==> config.mk <==
export PLATFORM = sky130hd
export DESIGN_NAME = switch_control_unit_flat
export DESIGN_NICKNAME = d
export VERILOG_FILES = /design/src/rtl/switch_control_unit_if.sv /design/src/rtl/switch_control_unit.sv /design/src/flat_wrapper.sv
export SDC_FILE = /design/constraint.sdc
export NUM_CORES = 1
export LEC_CHECK = 0
export ABC_AREA = 0
export ABC_CLOCK_PERIOD_IN_PS = 2730
export CAP_MARGIN = 20
export CELL_PAD_IN_SITES_DETAIL_PLACEMENT = 0
export CELL_PAD_IN_SITES_GLOBAL_PLACEMENT = 2
export CORE_ASPECT_RATIO = 1.2
export CORE_MARGIN = 1.5
export CORE_UTILIZATION = 39
export CTS_CLUSTER_SIZE = 25
export DETAILED_ROUTE_END_ITERATION = 8
export PLACE_DENSITY = 0.9
export SLEW_MARGIN = 20
export SYNTH_ARGS = -nofsm -noshare
export SYNTH_HDL_FRONTEND = slang
export SYNTH_SLANG_ARGS = --single-unit
==> constraint.sdc <==
create_clock -name clk -period 2.73 [get_ports clk]
set_clock_uncertainty 0.2 [all_clocks]
set_input_delay 0.546 -clock clk [delete_from_list [all_inputs] [get_ports clk]]
set_output_delay 0.546 -clock clk [all_outputs]
set_load 0.01 [all_outputs]
==> src/rtl/switch_control_unit_if.sv <==
// Pin-side bundle for the switch control unit: raw switches/buttons in,
// decoded algorithm, zoom level and display error flags out.
interface switch_control_unit_if;
  logic [3:0] SW;
  logic [1:0] KEY;
  logic [1:0] algorithm_select;
  logic [2:0] zoom_level;
  logic       zoom_changed;
  logic       invalid_zoom_error;
  logic       multiple_switches_error;
  logic       no_switch_selected_error;

  modport master (
    output SW, KEY,
    input  algorithm_select, zoom_level, zoom_changed,
    input  invalid_zoom_error, multiple_switches_error, no_switch_selected_error
  );

  modport slave (
    input  SW, KEY,
    output algorithm_select, zoom_level, zoom_changed,
    output invalid_zoom_error, multiple_switches_error, no_switch_selected_error
  );
endinterface

==> src/rtl/switch_control_unit.sv <==
// Switch control unit: synchronizes and debounces the slide switches and
// pushbuttons, decodes the one-hot algorithm request, and tracks the signed
// zoom exponent (-2..+2) with direction rules per algorithm family.
module switch_control_unit #(
  parameter int DEBOUNCE_CYCLES = 1_000_000
) (
  input logic                  clk,
  input logic                  reset,
  switch_control_unit_if.slave bus
);
  localparam int            CW         = (DEBOUNCE_CYCLES > 2) ? $clog2(DEBOUNCE_CYCLES) : 1;
  localparam logic [CW-1:0] CNT_MAX    = CW'(DEBOUNCE_CYCLES - 1);
  localparam logic [CW-1:0] CNT_ZERO   = {CW{1'b0}};
  localparam logic [CW-1:0] CNT_ONE    = CW'(1'b1);
  // Buttons are active-low, so their idle stable value is 1.
  localparam logic [5:0]    STABLE_RST = 6'b11_0000;

  function automatic logic [2:0] popcount4(input logic [3:0] v);
    popcount4 = {2'b00, v[0]} + {2'b00, v[1]} + {2'b00, v[2]} + {2'b00, v[3]};
  endfunction

  // Input vector: [5:4] = KEY, [3:0] = SW.
  logic [5:0]    raw_s;
  logic [5:0]    meta_q, sync_q;
  logic [5:0]    stable_q, stable_d;
  logic [CW-1:0] cnt_q [6];
  logic [CW-1:0] cnt_d [6];
  logic [1:0]    key_prev_q;

  logic [3:0]        sw_s;
  logic [1:0]        press_s;
  logic [2:0]        pop_s;
  logic              sw_none_s, sw_multi_s, sw_err_s;
  logic [1:0]        idx_s;
  logic              alg_change_s, zoom_req_s, accept_s;
  logic signed [3:0] cand_s;

  logic [1:0] alg_q, alg_d;
  logic [2:0] zoom_q, zoom_d;
  logic       chg_q, chg_d;
  logic       inv_q, inv_d;
  logic       multi_q, multi_d;
  logic       none_q, none_d;

  assign raw_s = {bus.KEY, bus.SW};

  // Two-flop synchronizer for every pin.
  always_ff @(posedge clk) begin
    if (!reset) begin
      meta_q <= 6'b00_0000;
      sync_q <= 6'b00_0000;
    end else begin
      meta_q <= raw_s;
      sync_q <= meta_q;
    end
  end

  // Debounce next state: count consecutive disagreeing cycles, adopt the new value on the last one.
  always_comb begin
    for (int i = 0; i < 6; i++) begin
      stable_d[i] = stable_q[i];
      cnt_d[i]    = cnt_q[i];
      if (sync_q[i] == stable_q[i]) begin
        cnt_d[i] = CNT_ZERO;
      end else if (cnt_q[i] == CNT_MAX) begin
        stable_d[i] = sync_q[i];
        cnt_d[i]    = CNT_ZERO;
      end else begin
        cnt_d[i] = cnt_q[i] + CNT_ONE;
      end
    end
  end

  // Debounce state and previous stable key levels for edge detection.
  always_ff @(posedge clk) begin
    if (!reset) begin
      stable_q   <= STABLE_RST;
      key_prev_q <= 2'b11;
      for (int i = 0; i < 6; i++) begin
        cnt_q[i] <= CNT_ZERO;
      end
    end else begin
      stable_q   <= stable_d;
      key_prev_q <= stable_q[5:4];
      for (int i = 0; i < 6; i++) begin
        cnt_q[i] <= cnt_d[i];
      end
    end
  end

  // Switch decode and zoom decision; algorithm change outranks key events.
  always_comb begin
    sw_s       = stable_q[3:0];
    press_s    = key_prev_q & ~stable_q[5:4];
    pop_s      = popcount4(sw_s);
    sw_none_s  = (pop_s == 3'd0);
    sw_multi_s = (pop_s >= 3'd2);
    sw_err_s   = sw_none_s | sw_multi_s;

    case (sw_s)
      4'b0001: idx_s = 2'b00;
      4'b0010: idx_s = 2'b01;
      4'b0100: idx_s = 2'b10;
      4'b1000: idx_s = 2'b11;
      default: idx_s = alg_q;
    endcase

    alg_change_s = !sw_err_s && (idx_s != alg_q);
    // Simultaneous presses cancel each other.
    zoom_req_s   = !sw_err_s && !alg_change_s && (press_s[0] ^ press_s[1]);

    if (press_s[0]) begin
      cand_s = $signed({zoom_q[2], zoom_q}) + 4'sd1;
    end else begin
      cand_s = $signed({zoom_q[2], zoom_q}) - 4'sd1;
    end

    // Magnification only for NN/replication, minification only for decimation/averaging.
    accept_s = (cand_s >= -4'sd2) && (cand_s <= 4'sd2) &&
               ((cand_s == 4'sd0) ||
                ((cand_s > 4'sd0) && !alg_q[1]) ||
                ((cand_s < 4'sd0) &&  alg_q[1]));

    alg_d   = alg_q;
    zoom_d  = zoom_q;
    inv_d   = inv_q;
    chg_d   = 1'b0;
    none_d  = sw_none_s;
    multi_d = sw_multi_s;

    if (alg_change_s) begin
      alg_d  = idx_s;
      zoom_d = 3'b000;
      inv_d  = 1'b0;
      chg_d  = 1'b1;
    end else if (zoom_req_s) begin
      if (accept_s) begin
        zoom_d = cand_s[2:0];
        inv_d  = 1'b0;
        chg_d  = 1'b1;
      end else begin
        inv_d = 1'b1;
      end
    end else begin
      zoom_d = zoom_q;
    end
  end

  // Output registers.
  always_ff @(posedge clk) begin
    if (!reset) begin
      alg_q   <= 2'b00;
      zoom_q  <= 3'b000;
      chg_q   <= 1'b0;
      inv_q   <= 1'b0;
      multi_q <= 1'b0;
      none_q  <= 1'b0;
    end else begin
      alg_q   <= alg_d;
      zoom_q  <= zoom_d;
      chg_q   <= chg_d;
      inv_q   <= inv_d;
      multi_q <= multi_d;
      none_q  <= none_d;
    end
  end

  assign bus.algorithm_select         = alg_q;
  assign bus.zoom_level               = zoom_q;
  assign bus.zoom_changed             = chg_q;
  assign bus.invalid_zoom_error       = inv_q;
  assign bus.multiple_switches_error  = multi_q;
  assign bus.no_switch_selected_error = none_q;
endmodule

==> src/flat_wrapper.sv <==
// flat-port wrapper written by rule: the top's interface ports become plain ports
module switch_control_unit_flat 
#(
  parameter int DEBOUNCE_CYCLES = 1_000_000
)
  (clk, reset, bus_SW, bus_KEY, bus_algorithm_select, bus_zoom_level, bus_zoom_changed, bus_invalid_zoom_error, bus_multiple_switches_error, bus_no_switch_selected_error);
  switch_control_unit_if bus_i ();
  input logic clk;
  input logic reset;
  input wire logic [$bits(bus_i.SW)-1:0] bus_SW;
  input wire logic [$bits(bus_i.KEY)-1:0] bus_KEY;
  output wire logic [$bits(bus_i.algorithm_select)-1:0] bus_algorithm_select;
  output wire logic [$bits(bus_i.zoom_level)-1:0] bus_zoom_level;
  output wire logic [$bits(bus_i.zoom_changed)-1:0] bus_zoom_changed;
  output wire logic [$bits(bus_i.invalid_zoom_error)-1:0] bus_invalid_zoom_error;
  output wire logic [$bits(bus_i.multiple_switches_error)-1:0] bus_multiple_switches_error;
  output wire logic [$bits(bus_i.no_switch_selected_error)-1:0] bus_no_switch_selected_error;
  assign bus_i.SW = bus_SW;
  assign bus_i.KEY = bus_KEY;
  assign bus_algorithm_select = bus_i.algorithm_select;
  assign bus_zoom_level = bus_i.zoom_level;
  assign bus_zoom_changed = bus_i.zoom_changed;
  assign bus_invalid_zoom_error = bus_i.invalid_zoom_error;
  assign bus_multiple_switches_error = bus_i.multiple_switches_error;
  assign bus_no_switch_selected_error = bus_i.no_switch_selected_error;
  switch_control_unit #(.DEBOUNCE_CYCLES(DEBOUNCE_CYCLES)) u_core (.clk(clk), .reset(reset), .bus(bus_i));
endmodule
==> reports/metrics.cfg <==
[outcome]
status = finished clean

[clocking]
cts.clk_slew.worst_paths_ns = 0.06
cts_tree = done
cts_buffer_depth = 2
clock_latency_ns = 0.42
cts_resized = 0
hold_buffers = 0
h-tree-depth = 4
cts-root-buf = clkbuf_16
cts_setup_buffers = 0
cts_buffers = 17
clock-sinks = 149

[setup_path]
critical_path.startpoint_type = flip-flop
r2r-end = u_core.bus.zoom_level[1]
cp_data_arrival_time_ns = 2.70
rr_worst_depth = 10
slowest_delay_ns = 0.40
cp_max_fo = 5
cp-end-kind = flip-flop
worst_path_max_delay_cell = fa_1
cp_cell_sequence = inv_1 > ha_1 > fa_1 > inv_1 > ha_1 > nor3_1 > nor2b_1 > and2_1 > and4_1 > a211oi_1
critPathKind = reg2reg
r2r_start = u_core.stable_q[1]
r2r_slack_ns = 0.16
required_ns = 2.86

[layout]
fillers = 1617
seq_area_sq_mm = 0.00298
drive_gt1_frac = 0.0648
diodes = 0
stdcell_count = 1003
syn_to_final_growth_pct = 15.6
multi_input_area_sq_mm = 0.00349
final_nets = 801

[sta]
worstMarginPinSlew_ns = 0.665
rsz0062_at_grt = no
finalHoldViolations = 0
fin_crit_ns = 2.57
max_slew_margin = 0.553
finalCritPeriodShare = 0.943
finalSetupViolations = 0
maxSlewViolCount = 0
fmax_mhz = 389
setup_slack_ns = 0.156
timing.setup.tns_ns = 0

[power_and_ir_drop]
combPwrFrac = 0.015
seqPwrFrac = 0.470
powerDensity_mw_per_mm2 = 610
switchingPower_mw = 0.944
power.total_mw = 4.70
clock_power_share = 0.515
p_int_mw = 3.75
ir_drop_mv = 0.448
p_leak_nw = 2.65
switching_share = 0.201

[min_path]
hold_start = u_core.meta_q[2]
min_to = u_core.sync_q[2]
hold_path_class = reg2reg
holdPathStages = 1

[drt]
vias_per_cell = 4.91
wl_per_cell_um = 12.1
antenna_left = 0
drtIter0Drc = 235
drc = 0
totalWireLength_um = 12100
route.vias.total = 4928
drt_pass1_iterations = 4

[placed_design]
gp_congestion = 0.805
place_ws_ns = 0.149
portBuffers = 16
dp_cells = 972
dp_hpwl_um = 8650

[floorplan]
fp.coreArea_sq_mm = 0.0168
die-area_sq_mm = 0.0179
io_pins = 17
die_h_um = 146
die_w_um = 122
initial_core_util = 0.396
rows = 52

[synthesis]
synth_compound_area_frac = 0.0280
ys_async_sr_fraction = 0
synth_flop_cell = dfxtp_1
netlist_area_sq_mm = 0.00665
synth_edf_count = 0
ys_seq_area_frac = 0.448
synth_top_area_frac = 0.448
yosys.area_share.simple = 0.296
synth-xor-area-share = 0.151
muxShareOfSynthArea = 0.0137
ys_top_cells_by_area = dfxtp_1 45%, nor2_1 8.1%, xor2_1 8.0%
yosysWarnings = 0
synth_top_family_by_area = simple AND/OR/NAND/NOR gates
synth_adder_area_share = 0.0361
netlist_instances = 746
synth_cell_types = 47
yosysTopAreaCell = dfxtp_1
avgSynthCellArea_sq_um = 8.92
syn_nets = 772
synth_seq_cells = 149

[global_routing]
antenna_found_initial = 0
grt_pass1_wl_um = 21300
gr-total-overflow = 0
track_usage = 0.146
grt_pass1_vias = 4813
grt_start_max_net_pins = 21

[job]
cap_violations = 0

[per-layer routing]
metal | vias up | part of all wire | track usage | wire length [um]
li1 | 2577 | - | - | -
met1 | 2306 | 0.47 | 0.172 | 5690
met2 | 34 | 0.49 | 0.251 | 5950
met3 | 11 | 0.026 | 0.0422 | 313
met4 | 0 | 0.012 | 0.0529 | 140
met5 | - | 0 | 0 | 0
[placed cells by master (no fill, tap or decap), types with 10 or more instances in the layout]
| cell type | synthesis | layout |
|---|---|---|
| dfxtp_1 | 149 | 149 |
| nor2_1 | 144 | 144 |
| xor2_1 | 61 | 61 |
| nand3_1 | 56 | 56 |
| xnor2_1 | 54 | 54 |
| nand2_1 | 43 | 43 |
| and3_1 | 27 | 27 |
| inv_1 | 23 | 23 |
| nand4_1 | 23 | 23 |
| nor3_1 | 18 | 18 |
| clkbuf_16 | 0 | 17 |
| ha_1 | 16 | 16 |
| clkdlybuf4s50_1 | 0 | 16 |
| and2_1 | 14 | 14 |
| nor4_1 | 13 | 13 |
| buf_4 | 2 | 12 |
| nor2b_1 | 10 | 10 |
[through the flow]
stage,area [sq um],utilization,hold WS (ns)
6_report,7690,0.458,0.236
5_1_grt,7690,0.458,0.252
4_1_cts,7690,0.458,0.243
3_5_place_dp,7080,0.422,0.220
3_3_place_gp,7080,0.422,0.216
2_1_floorplan,6650,-,0.212
[logic make-up (layout without fill, tap and decap cells)]
logic type      count (synthesis)  in the layout
buf+inv                        41             82
compound gates                 23             23
fa+ha+maj                      18             18
simple gates                  391            391
mux                             9              9
flops                         149            149
xor+xnor                      115            115
[worst max-delay path by stage]
stage	startpoint	end	cells after the start
3_5_place_dp	u_core.stable_q[0]	u_core.bus.zoom_level[1]	10
3_3_place_gp	u_core.stable_q[0]	u_core.bus.zoom_level[1]	10
2_1_floorplan	u_core.stable_q[0]	u_core.bus.zoom_level[1]	10
5_1_grt	u_core.stable_q[0]	u_core.bus.zoom_level[1]	10
4_1_cts	u_core.stable_q[1]	u_core.bus.zoom_level[1]	10
6_report	u_core.stable_q[1]	u_core.bus.zoom_level[1]	10
[cells in the mapped netlist (all sizes together) (10+ instances only)]
master  instances
and2           14
nand4          23
inv            23
and3           27
xnor2          54
nor2b          10
buf            10
nor4           13
dfxtp         149
nor2          144
ha             16
xor2           61
nor3           19
nand3          56
nand2          43
[registers in the layout, summed over array words and instances, names as in the netlist]
name / count
u_core.cnt_q: 120
u_core.meta_q: 6
u_core.stable_q: 6
u_core.sync_q: 6
u_core.bus.zoom_level: 3
u_core.bus.algorithm_select: 2
u_core.key_prev_q: 2
u_core.bus.invalid_zoom_error: 1
u_core.bus.multiple_switches_error: 1
u_core.bus.no_switch_selected_error: 1
u_core.bus.zoom_changed: 1
[final cells by class]
type	count	share of cell area
Clock buffer	19	0.0563
Clock inverter	12	0.0231
Inverter	23	0.0112
Multi-Input combinational cell	556	0.454
Sequential cell	149	0.388
Tap cell	216	0.0351
Timing Repair Buffer	28	0.0325
[critical path, delay by kind of cell (launching register included)]
kind	cells	cell delay (ns)
buffers and inverters	2	0.14
flip-flops	1	0.33
AND/OR/NAND/NOR	4	0.71
adder cells (fa/ha/maj)	3	0.90
AO/OA/AOI/OAI	1	0.20
[power groups by stage]
stage	clock network, mW	logic (mW)	registers [mW]
after floorplan	0	0.0478	2.25
after global placement	0	0.0708	2.25
after detailed placement	0	0.0720	2.25
after CTS	2.50	0.0724	2.20
after global routing	2.59	0.0809	2.21
final	2.42	0.0705	2.20
Power figures use the tool's default switching activity.
